--- src/rtl/noc_params.sv ---
// Shared NoC router definitions: flit format, flit types, VC FSM states and
// the widths derived from the default router geometry.
//   VC_SIZE    - bits needed to name a virtual channel
//   PORT_SIZE  - bits needed to name a router port
//   flit_t     - {flit_type, vc_id, data}
package noc_params;

    localparam int unsigned VC_NUM_DEFAULT      = 2;
    localparam int unsigned PORT_NUM_DEFAULT    = 5;
    localparam int unsigned BUFFER_SIZE_DEFAULT = 8;

    localparam int unsigned VC_SIZE        = (VC_NUM_DEFAULT > 1) ? $clog2(VC_NUM_DEFAULT) : 1;
    localparam int unsigned PORT_SIZE      = $clog2(PORT_NUM_DEFAULT);
    localparam int unsigned FLIT_DATA_SIZE = 16;

    typedef enum logic [1:0] {
        HEAD     = 2'b00,
        BODY     = 2'b01,
        TAIL     = 2'b10,
        HEADTAIL = 2'b11
    } flit_type_t;

    typedef struct packed {
        flit_type_t                flit_type;
        logic [VC_SIZE-1:0]        vc_id;
        logic [FLIT_DATA_SIZE-1:0] data;
    } flit_t;

    typedef enum logic [1:0] {
        StIdle,
        StVa,
        StActive
    } vc_state_e;

    // A flit that opens a packet (needs VC allocation before it can move).
    function automatic logic is_head(flit_type_t t);
        return (t == HEAD) || (t == HEADTAIL);
    endfunction

    // A flit that closes a packet (releases the VC once popped).
    function automatic logic is_tail(flit_type_t t);
        return (t == TAIL) || (t == HEADTAIL);
    endfunction

endpackage

--- src/rtl/input_vc_controller_if.sv ---
// Bus bundle of the input VC controller.
//   master : upstream link / allocators / crossbar side (drives *_i)
//   slave  : the input VC controller itself (drives *_o)
// Signals: write port (wr_valid_i, wr_vc_i, wr_flit_i, wr_out_port_i),
// VC allocation (vc_request_o, out_port_o, vc_valid_i, vc_new_i, downstream_vc_o),
// switch allocation / read (sa_request_o, rd_grant_i, rd_flit_o),
// status (idle_o, err_o).
interface input_vc_controller_if #(
    parameter int unsigned VC_NUM = noc_params::VC_NUM_DEFAULT
);
    import noc_params::*;

    logic                              wr_valid_i;
    logic [VC_SIZE-1:0]                wr_vc_i;
    flit_t                             wr_flit_i;
    logic [PORT_SIZE-1:0]              wr_out_port_i;

    logic [VC_NUM-1:0]                 vc_request_o;
    logic [VC_NUM-1:0][PORT_SIZE-1:0]  out_port_o;
    logic [VC_NUM-1:0]                 vc_valid_i;
    logic [VC_NUM-1:0][VC_SIZE-1:0]    vc_new_i;
    logic [VC_NUM-1:0][VC_SIZE-1:0]    downstream_vc_o;

    logic [VC_NUM-1:0]                 sa_request_o;
    logic [VC_NUM-1:0]                 rd_grant_i;
    flit_t                             rd_flit_o;

    logic [VC_NUM-1:0]                 idle_o;
    logic                              err_o;

    modport master (
        output wr_valid_i, wr_vc_i, wr_flit_i, wr_out_port_i,
        output vc_valid_i, vc_new_i, rd_grant_i,
        input  vc_request_o, out_port_o, downstream_vc_o, sa_request_o,
        input  rd_flit_o, idle_o, err_o
    );

    modport slave (
        input  wr_valid_i, wr_vc_i, wr_flit_i, wr_out_port_i,
        input  vc_valid_i, vc_new_i, rd_grant_i,
        output vc_request_o, out_port_o, downstream_vc_o, sa_request_o,
        output rd_flit_o, idle_o, err_o
    );

endinterface

--- src/rtl/ivc_fifo.sv ---
// Per-VC flit buffer: DEPTH entries of WIDTH bits, first-word fall-through
// (a write at cycle N is at the front at N+1).
// Ports:
//   clk, rst          - clock, synchronous active-high reset (empties the FIFO)
//   wr_en, wr_data    - push request; dropped when full unless popped the same cycle
//   rd_en             - pop request; ignored when empty
//   rd_data           - front entry (undefined when empty)
//   empty, full       - occupancy flags
module ivc_fifo #(
    parameter int unsigned DEPTH = 8,
    parameter int unsigned WIDTH = 8
) (
    input  logic             clk,
    input  logic             rst,
    input  logic             wr_en,
    input  logic [WIDTH-1:0] wr_data,
    input  logic             rd_en,
    output logic [WIDTH-1:0] rd_data,
    output logic             empty,
    output logic             full
);

    localparam int unsigned PtrW = (DEPTH > 1) ? $clog2(DEPTH) : 1;

    logic [WIDTH-1:0] mem_q [DEPTH];
    logic [PtrW-1:0]  wr_ptr_q;
    logic [PtrW-1:0]  rd_ptr_q;
    logic [PtrW:0]    count_q;
    logic             push;
    logic             pop;

    assign empty   = (count_q == '0);
    assign full    = (count_q == (PtrW + 1)'(DEPTH));
    assign pop     = rd_en && !empty;
    // A pop frees the slot in the same cycle, so a full FIFO still accepts.
    assign push    = wr_en && (!full || pop);
    assign rd_data = mem_q[rd_ptr_q];

    // DEPTH is a power of two, so the pointers wrap by plain overflow.
    always_ff @(posedge clk) begin
        if (rst) begin
            wr_ptr_q <= '0;
            rd_ptr_q <= '0;
            count_q  <= '0;
        end else begin
            if (push) begin
                wr_ptr_q <= wr_ptr_q + PtrW'(1);
            end
            if (pop) begin
                rd_ptr_q <= rd_ptr_q + PtrW'(1);
            end
            case ({push, pop})
                2'b10:   count_q <= count_q + (PtrW + 1)'(1);
                2'b01:   count_q <= count_q - (PtrW + 1)'(1);
                default: count_q <= count_q;
            endcase
        end
    end

    // Storage is not reset; the pointers define what is valid.
    always_ff @(posedge clk) begin
        if (push) begin
            mem_q[wr_ptr_q] <= wr_data;
        end
    end

endmodule

--- src/rtl/input_vc_controller.sv ---
// Router input-port VC controller: buffers incoming flits per virtual channel,
// runs the per-VC IDLE -> VA -> ACTIVE packet FSM, raises VA and SA requests
// and presents the granted VC's front flit with its downstream VC id.
// Ports:
//   clk  - clock
//   rst  - synchronous active-high reset; discards all buffered flits
//   bus  - input_vc_controller_if.slave (write, VA, SA/read and status signals)
// Optional build macro IVC_ERR_FLAG_EN: enables the sticky err_o flag
// (write to a full VC, vc_valid_i outside VA, multi-hot rd_grant_i).
// Without it err_o is tied low.
module input_vc_controller
    import noc_params::*;
#(
    parameter int unsigned VC_NUM      = VC_NUM_DEFAULT,
    parameter int unsigned BUFFER_SIZE = BUFFER_SIZE_DEFAULT,
    parameter int unsigned PORT_NUM    = PORT_NUM_DEFAULT
) (
    input logic                  clk,
    input logic                  rst,
    input_vc_controller_if.slave bus
);

    if ((BUFFER_SIZE < 2) || ((BUFFER_SIZE & (BUFFER_SIZE - 1)) != 0)) begin : g_bad_buffer_size
        $error("BUFFER_SIZE must be a power of two, at least 2");
    end
    if (VC_NUM > (1 << VC_SIZE)) begin : g_bad_vc_num
        $error("VC_NUM does not fit in noc_params::VC_SIZE");
    end
    if (PORT_NUM > (1 << PORT_SIZE)) begin : g_bad_port_num
        $error("PORT_NUM does not fit in noc_params::PORT_SIZE");
    end

    typedef struct packed {
        flit_t                flit;
        logic [PORT_SIZE-1:0] out_port;
    } entry_t;

    vc_state_e [VC_NUM-1:0]          state_q;
    vc_state_e [VC_NUM-1:0]          state_d;
    logic [VC_NUM-1:0][VC_SIZE-1:0]  downstream_vc_q;
    logic [VC_NUM-1:0][VC_SIZE-1:0]  downstream_vc_d;
    logic [VC_NUM-1:0]               idle_q;

    entry_t                          wr_entry;
    entry_t [VC_NUM-1:0]             front;
    logic [VC_NUM-1:0]               fifo_wr;
    logic [VC_NUM-1:0]               fifo_pop;
    logic [VC_NUM-1:0]               fifo_empty;
    logic [VC_NUM-1:0]               fifo_full;
    logic [VC_NUM-1:0]               vc_request;
    logic [VC_NUM-1:0]               sa_request;
    flit_t                           rd_flit;

    assign wr_entry = '{flit: bus.wr_flit_i, out_port: bus.wr_out_port_i};

    for (genvar v = 0; v < VC_NUM; v++) begin : g_vc
        assign fifo_wr[v]        = bus.wr_valid_i && (bus.wr_vc_i == VC_SIZE'(v));
        assign vc_request[v]     = (state_q[v] == StVa);
        assign sa_request[v]     = (state_q[v] == StActive) && !fifo_empty[v];
        assign bus.out_port_o[v] = front[v].out_port;

        ivc_fifo #(
            .DEPTH (BUFFER_SIZE),
            .WIDTH ($bits(entry_t))
        ) u_fifo (
            .clk     (clk),
            .rst     (rst),
            .wr_en   (fifo_wr[v]),
            .wr_data (wr_entry),
            .rd_en   (fifo_pop[v]),
            .rd_data (front[v]),
            .empty   (fifo_empty[v]),
            .full    (fifo_full[v])
        );
    end

    // Grants to a VC that is not requesting are ignored.
    assign fifo_pop = bus.rd_grant_i & sa_request;

    always_comb begin
        state_d         = state_q;
        downstream_vc_d = downstream_vc_q;
        for (int v = 0; v < int'(VC_NUM); v++) begin
            case (state_q[v])
                StIdle: begin
                    if (!fifo_empty[v] && is_head(front[v].flit.flit_type)) begin
                        state_d[v] = StVa;
                    end
                end
                StVa: begin
                    if (bus.vc_valid_i[v]) begin
                        state_d[v]         = StActive;
                        downstream_vc_d[v] = bus.vc_new_i[v];
                    end
                end
                StActive: begin
                    if (fifo_pop[v] && is_tail(front[v].flit.flit_type)) begin
                        state_d[v] = StIdle;
                    end
                end
                default: state_d[v] = StIdle;
            endcase
        end
    end

    always_ff @(posedge clk) begin
        if (rst) begin
            for (int v = 0; v < int'(VC_NUM); v++) begin
                state_q[v] <= StIdle;
            end
            downstream_vc_q <= '0;
            idle_q          <= '1;
        end else begin
            state_q         <= state_d;
            downstream_vc_q <= downstream_vc_d;
            for (int v = 0; v < int'(VC_NUM); v++) begin
                idle_q[v] <= (state_q[v] == StIdle) && fifo_empty[v];
            end
        end
    end

    // The flit leaving the crossbar carries the downstream VC id, not the local one.
    always_comb begin
        rd_flit = '0;
        for (int v = 0; v < int'(VC_NUM); v++) begin
            if (bus.rd_grant_i[v]) begin
                rd_flit       = front[v].flit;
                rd_flit.vc_id = downstream_vc_q[v];
            end
        end
    end

    assign bus.vc_request_o    = vc_request;
    assign bus.sa_request_o    = sa_request;
    assign bus.downstream_vc_o = downstream_vc_q;
    assign bus.idle_o          = idle_q;
    assign bus.rd_flit_o       = rd_flit;

`ifdef IVC_ERR_FLAG_EN
    logic err_q;
    logic err_d;
    logic grant_multi;

    assign grant_multi = (bus.rd_grant_i & (bus.rd_grant_i - VC_NUM'(1))) != '0;

    always_comb begin
        err_d = err_q;
        // Only writes that are actually lost count; a full VC popped this cycle accepts.
        if ((fifo_wr & fifo_full & ~fifo_pop) != '0) begin
            err_d = 1'b1;
        end
        if ((bus.vc_valid_i & ~vc_request) != '0) begin
            err_d = 1'b1;
        end
        if (grant_multi) begin
            err_d = 1'b1;
        end
    end

    always_ff @(posedge clk) begin
        if (rst) begin
            err_q <= 1'b0;
        end else begin
            err_q <= err_d;
        end
    end

    assign bus.err_o = err_q;
`else
    // Fullness only matters for error reporting; drops happen inside the FIFO.
    logic unused_fifo_full;
    assign unused_fifo_full = ^fifo_full;
    assign bus.err_o        = 1'b0;
`endif

endmodule

--- src/flat_wrapper.sv ---
// flat-port wrapper written by rule: the top's interface ports become plain ports
module input_vc_controller_flat import noc_params::*;
#(
    parameter int unsigned VC_NUM      = VC_NUM_DEFAULT,
    parameter int unsigned BUFFER_SIZE = BUFFER_SIZE_DEFAULT,
    parameter int unsigned PORT_NUM    = PORT_NUM_DEFAULT
)
  (clk, rst, bus_wr_valid_i, bus_wr_vc_i, bus_wr_flit_i, bus_wr_out_port_i, bus_vc_valid_i, bus_vc_new_i, bus_rd_grant_i, bus_vc_request_o, bus_out_port_o, bus_downstream_vc_o, bus_sa_request_o, bus_rd_flit_o, bus_idle_o, bus_err_o);
  input_vc_controller_if #(.VC_NUM(VC_NUM)) bus_i ();
  input logic clk;
  input logic rst;
  input wire logic [$bits(bus_i.wr_valid_i)-1:0] bus_wr_valid_i;
  input wire logic [$bits(bus_i.wr_vc_i)-1:0] bus_wr_vc_i;
  input wire logic [$bits(bus_i.wr_flit_i)-1:0] bus_wr_flit_i;
  input wire logic [$bits(bus_i.wr_out_port_i)-1:0] bus_wr_out_port_i;
  input wire logic [$bits(bus_i.vc_valid_i)-1:0] bus_vc_valid_i;
  input wire logic [$bits(bus_i.vc_new_i)-1:0] bus_vc_new_i;
  input wire logic [$bits(bus_i.rd_grant_i)-1:0] bus_rd_grant_i;
  output wire logic [$bits(bus_i.vc_request_o)-1:0] bus_vc_request_o;
  output wire logic [$bits(bus_i.out_port_o)-1:0] bus_out_port_o;
  output wire logic [$bits(bus_i.downstream_vc_o)-1:0] bus_downstream_vc_o;
  output wire logic [$bits(bus_i.sa_request_o)-1:0] bus_sa_request_o;
  output wire logic [$bits(bus_i.rd_flit_o)-1:0] bus_rd_flit_o;
  output wire logic [$bits(bus_i.idle_o)-1:0] bus_idle_o;
  output wire logic [$bits(bus_i.err_o)-1:0] bus_err_o;
  assign bus_i.wr_valid_i = bus_wr_valid_i;
  assign bus_i.wr_vc_i = bus_wr_vc_i;
  assign bus_i.wr_flit_i = bus_wr_flit_i;
  assign bus_i.wr_out_port_i = bus_wr_out_port_i;
  assign bus_i.vc_valid_i = bus_vc_valid_i;
  assign bus_i.vc_new_i = bus_vc_new_i;
  assign bus_i.rd_grant_i = bus_rd_grant_i;
  assign bus_vc_request_o = bus_i.vc_request_o;
  assign bus_out_port_o = bus_i.out_port_o;
  assign bus_downstream_vc_o = bus_i.downstream_vc_o;
  assign bus_sa_request_o = bus_i.sa_request_o;
  assign bus_rd_flit_o = bus_i.rd_flit_o;
  assign bus_idle_o = bus_i.idle_o;
  assign bus_err_o = bus_i.err_o;
  input_vc_controller #(.VC_NUM(VC_NUM), .BUFFER_SIZE(BUFFER_SIZE), .PORT_NUM(PORT_NUM)) u_core (.clk(clk), .rst(rst), .bus(bus_i));
endmodule
--- config.mk ---
export PLATFORM = sky130hd
export DESIGN_NAME = input_vc_controller_flat
export DESIGN_NICKNAME = d
export VERILOG_FILES = /design/src/rtl/noc_params.sv /design/src/rtl/input_vc_controller_if.sv /design/src/rtl/ivc_fifo.sv /design/src/rtl/input_vc_controller.sv /design/src/flat_wrapper.sv
export SDC_FILE = /design/constraint.sdc
export NUM_CORES = 1
export LEC_CHECK = 0
export ABC_AREA = 1
export ABC_CLOCK_PERIOD_IN_PS = 2540
export BUFFER_PORTS_ARGS = -buffer_cell sky130_fd_sc_hd__buf_2
export CAP_MARGIN = 15
export CORE_ASPECT_RATIO = 1.75
export CORE_MARGIN = 8
export CORE_UTILIZATION = 51
export CTS_BUF_LIST = sky130_fd_sc_hd__clkbuf_2
export DETAILED_ROUTE_END_ITERATION = 8
export PLACE_DENSITY = 0.68
export SETUP_SLACK_MARGIN = 0.4
export SYNTH_ARGS = -nofsm -noshare
export SYNTH_HDL_FRONTEND = slang
export SYNTH_SLANG_ARGS = --single-unit
export TNS_END_PERCENT = 5
--- constraint.sdc ---
create_clock -name clk -period 2.54 [get_ports clk]
set_input_delay 0.254 -clock clk [delete_from_list [all_inputs] [get_ports clk]]
set_output_delay 0.254 -clock clk [all_outputs]
set_load 0.05 [all_outputs]
==> out/metrics.csv <==
stage,metric,value,unit
run_status,status,"complete, but fails checks",
run_status,failing checks,negative setup slack,
sta,minimum clock period,2.79,ns
die,Die X-Extent,145,um
grt,total gr overflow,0,
sta,Setup TNS,-4.09,ns
cts,Worst-path clk slew,0.11,ns
critical_path,Top Family by Delay on Critical Path,buffers and inverters,
cts,CTS tree,built,
synth,Synth Area in Adders,1.28,%
synth,"EDFF count, synth",336,
sta,Final Skew,0.0811,ns
critical_path,CP Capture Type,primary output,
grt,vias in the first global route,10100,
synth,top-area cell type share of the netlist area,67.8,%
critical_path,CP max stage delay,0.50,ns
drt,Avg WL per Cell,20.0,um
grt,largest net degree at the start of global routing,61,
final_layout,final net count,1390,
power,peak supply drop,267,uV
min_path,hold path startpoint,bus_rd_grant_i[0],
placement,PortBufs,63,
grt,initial antenna violation count,3,
cts,clk_lat worst skew,0.97,ns
power,Pleak,6.22,nW
cts,cts bufs inserted,77,
synth,Seq cells post-synth,370,
drt,TritonRoute pass-1 iters,5,
synth,combinational family with the most area after synthesis,compound AO/OA/AOI/OAI gates,
critical_path,slowest CP cell,dfxtp_4,
critical_path,Bufs and invs on worst path,3,
final_layout,layout cell share with drive strength beyond 1,22.8,%
critical_path,Critical Path RT,2.29,ns
critical_path,CP cell instances,inv_8 -> bufbuf_16 -> nor2_1 -> o21ai_1 -> o211ai_1 -> nand2_1 -> buf_6,
drt,Routed WL,35.7,mm
grt,global-route wire length before repair,53.7,mm
drt,Iter 0 DRT Violations,794,
power,Comb power frac,7.4,%
synth,synthesized area,0.0149,mm2
synth,post-synth top area cell,edfxtp_1,
synth,xor/xnor share of the synthesized area,0.353,%
die,die area,0.0351,mm2
sta,Final Cycle Share,110,%
die,Std-Cell Rows,83,
drt,DR vias/cell,5.54,
sta,max frequency,0.359,GHz
final_layout,area grow syn2layout,18.6,%
critical_path,WS Path Type,flop to primary output,
critical_path,Crit Path Max Fanout,8,
sta,RSZ-0062 raised after global routing,yes,
run,max-cap viol count,0,
synth,Compound-Gate Fraction of Synth Area,12.3,%
sta,worst-margin pin slew,0.826,ns
die,Placeable Area,0.0291,mm2
sta,Final Slew Violations,0,
cts,clock buffer depth,3,
drt,via count,9912,
synth,fraction of registers with async set/reset,0,%
synth,Synth Area in Simple Gates,10.2,%
drt,Final ANT Viol Nets,0,
sta,worst rel slew slack,44.6,%
cts,CTS H-tree lvls,3,
placement,dpl hpwl,19.1,mm
sta,final hold violation count,0,
power,Power Density,619,mW/mm2
synth,Synth area leaders,"edfxtp_1, nor2_1, o21ai_0, dfxtp_1, o211ai_1",
sta,slack of the critical path,-0.249,ns
die,Initial Util,51.2,%
synth,Yosys warnings,0,
synth,post-synth cell types,41,
power,Net Sw Frac,25.6,%
synth,Post-Syn Instances,1179,
synth,Synth Flop Type,edfxtp_1,
power,Sw Pwr,2.80,mW
synth,"Net Count, Synth",1225,
critical_path,reg-to-reg startpoint,u_core.state_q[0],
power,Flop pwr share,61.9,%
min_path,Worst Hold Class,primary input to flop,
placement,Final GP Congestion,0.789,
die,I/O pin cnt,66,
grt,Global Route Usage Sum,19.8,%
die,Die Ht,242,um
placement,Place WS,0.292,ns
critical_path,arrival time at the worst endpoint,2.53,ns
final_layout,# fillers,2243,
critical_path,Worst setup SP type,flop,
synth,syn avg cell area,12.6,um2
power,Int Pwr,8.12,mW
cts,clock sinks,370,
synth,register area share after synthesis,72.4,%
drt,Post-route DRC,0,
sta,final count of negative-setup-slack endpoints,21,
power,Clk pwr share,30.7,%
synth,mux contribution to synthesized area,0,%
cts,clk root buf,clkbuf_2,
through the flow:
step	util [%]	area (um2)	instances	hold WS, ns	total power, mW
floorplan	-	14900	1179	0.353	7.30
global placement	54.0	15700	1590	0.430	7.52
detailed placement	54.0	15700	1590	0.431	7.54
CTS	59.4	17300	1780	0.0744	11.0
global route	60.6	17600	1790	0.105	11.4
finish	60.6	17600	1790	0.171	10.9
sequential cells by signal, summed over array words and instances, names as in the netlist, named ones only:
register	count
u_core.bus.downstream_vc_o	2
u_core.bus.idle_o	2
u_core.g_vc.u_fifo.count_q	8
u_core.g_vc.u_fifo.mem_q	336
u_core.g_vc.u_fifo.rd_ptr_q	6
u_core.g_vc.u_fifo.wr_ptr_q	6
u_core.state_q	4
power by group through the flow:
stage | clock network (mW) | registers [mW] | logic [mW]
after floorplan | 0 | 6.90 | 0.400
after global placement | 0 | 6.88 | 0.643
after detailed placement | 0 | 6.89 | 0.659
after CTS | 3.46 | 6.75 | 0.773
after global routing | 3.74 | 6.76 | 0.872
final | 3.36 | 6.75 | 0.808
worst paths after layout:
kind	cells past startpoint	slack, ns	endpoint
max reg2reg	7	0.48	u_core.bus.downstream_vc_o[0]
min	4	0.17	flop
max	7	-0.25	bus_rd_flit_o[10]
min reg2reg	1	0.45	u_core.g_vc[0].u_fifo.rd_ptr_q[2]
synth_stat cells (3+ instances only):
cell and n:
edfxtp_1 336, nor2_1 248, o21ai_0 180, nand2_1 77, o211ai_1 46, dfxtp_1 34, inv_1 33, buf_2 29
clkbuf_1 27, a21oi_1 23, nand3_1 22, o221ai_1 22, o22ai_1 19, ha_1 12, o21ai_1 12, buf_4 10
nand2_2 6, o32ai_1 6, xor2_1 6, buf_6 4, nor3_1 3
placed cells by master (no fill, tap or decap), drive strengths merged, types with 2 or more instances in the layout:
master and count:
nand3 26, o32ai 6, o221ai 22, diode 3, ha 12, nor3 3
buf 113, nor2 250, edfxtp 336, fa 2, nand2 83, inv 38
clkinvlp 2, o211ai 46, bufbuf 2, clkbuf 110, dfxtp 34, o22ai 19
clkinv 31, a21oi 24, o21ai 192, dlygate4sd3 37, nand4 2, xor2 6
logic make-up after synthesis:
| logic type | after synthesis |
|---|---|
| compound gates | 313 |
| xor+xnor | 6 |
| fa+ha+maj | 14 |
| other cells | 1 |
| simple gates | 368 |
| flops | 370 |
| buf+inv | 107 |
cell type report:
class                   count  area, um2  share of cell area, %
diodes                      3       7.51                 0.0426
clock buffers             105        526                   2.98
clock inverters            35        149                  0.844
inverters                  36        153                  0.866
multi-input cells         702       3800                   21.6
flip-flops and latches    370      10800                   61.3
well taps                 382        478                   2.71
repair buffers            157       1710                   9.67
worst reg2reg max path: cells and delay by family, from the launching register on:
family                 cells  cell delay, ns
DFF                        1            0.39
buffers and inverters      3            1.20
AOI/OAI and AO/OA          2            0.16
and+or+nand+nor            2            0.20
routing by layer:
layer | share of wire, % | global-route usage (%) | vias up
li1 | - | - | 4692
met1 | 37 | 21.2 | 4808
met2 | 54 | 36.1 | 344
met3 | 5.7 | 4.34 | 68
met4 | 3.5 | 9.63 | 0
met5 | 0 | 0 | -
timing repair:
item / CTS / global route
gates cloned: 7 / 5
hold buffers: 37 / 1
hold endpoints to repair: 371 / 8
setup endpoints to repair: 27 / 224
pin swaps: 25 / 27
setup buffers: 6 / 1
resized for setup: 121 / 87
Note: power is estimated with default switching activity, not from simulation.
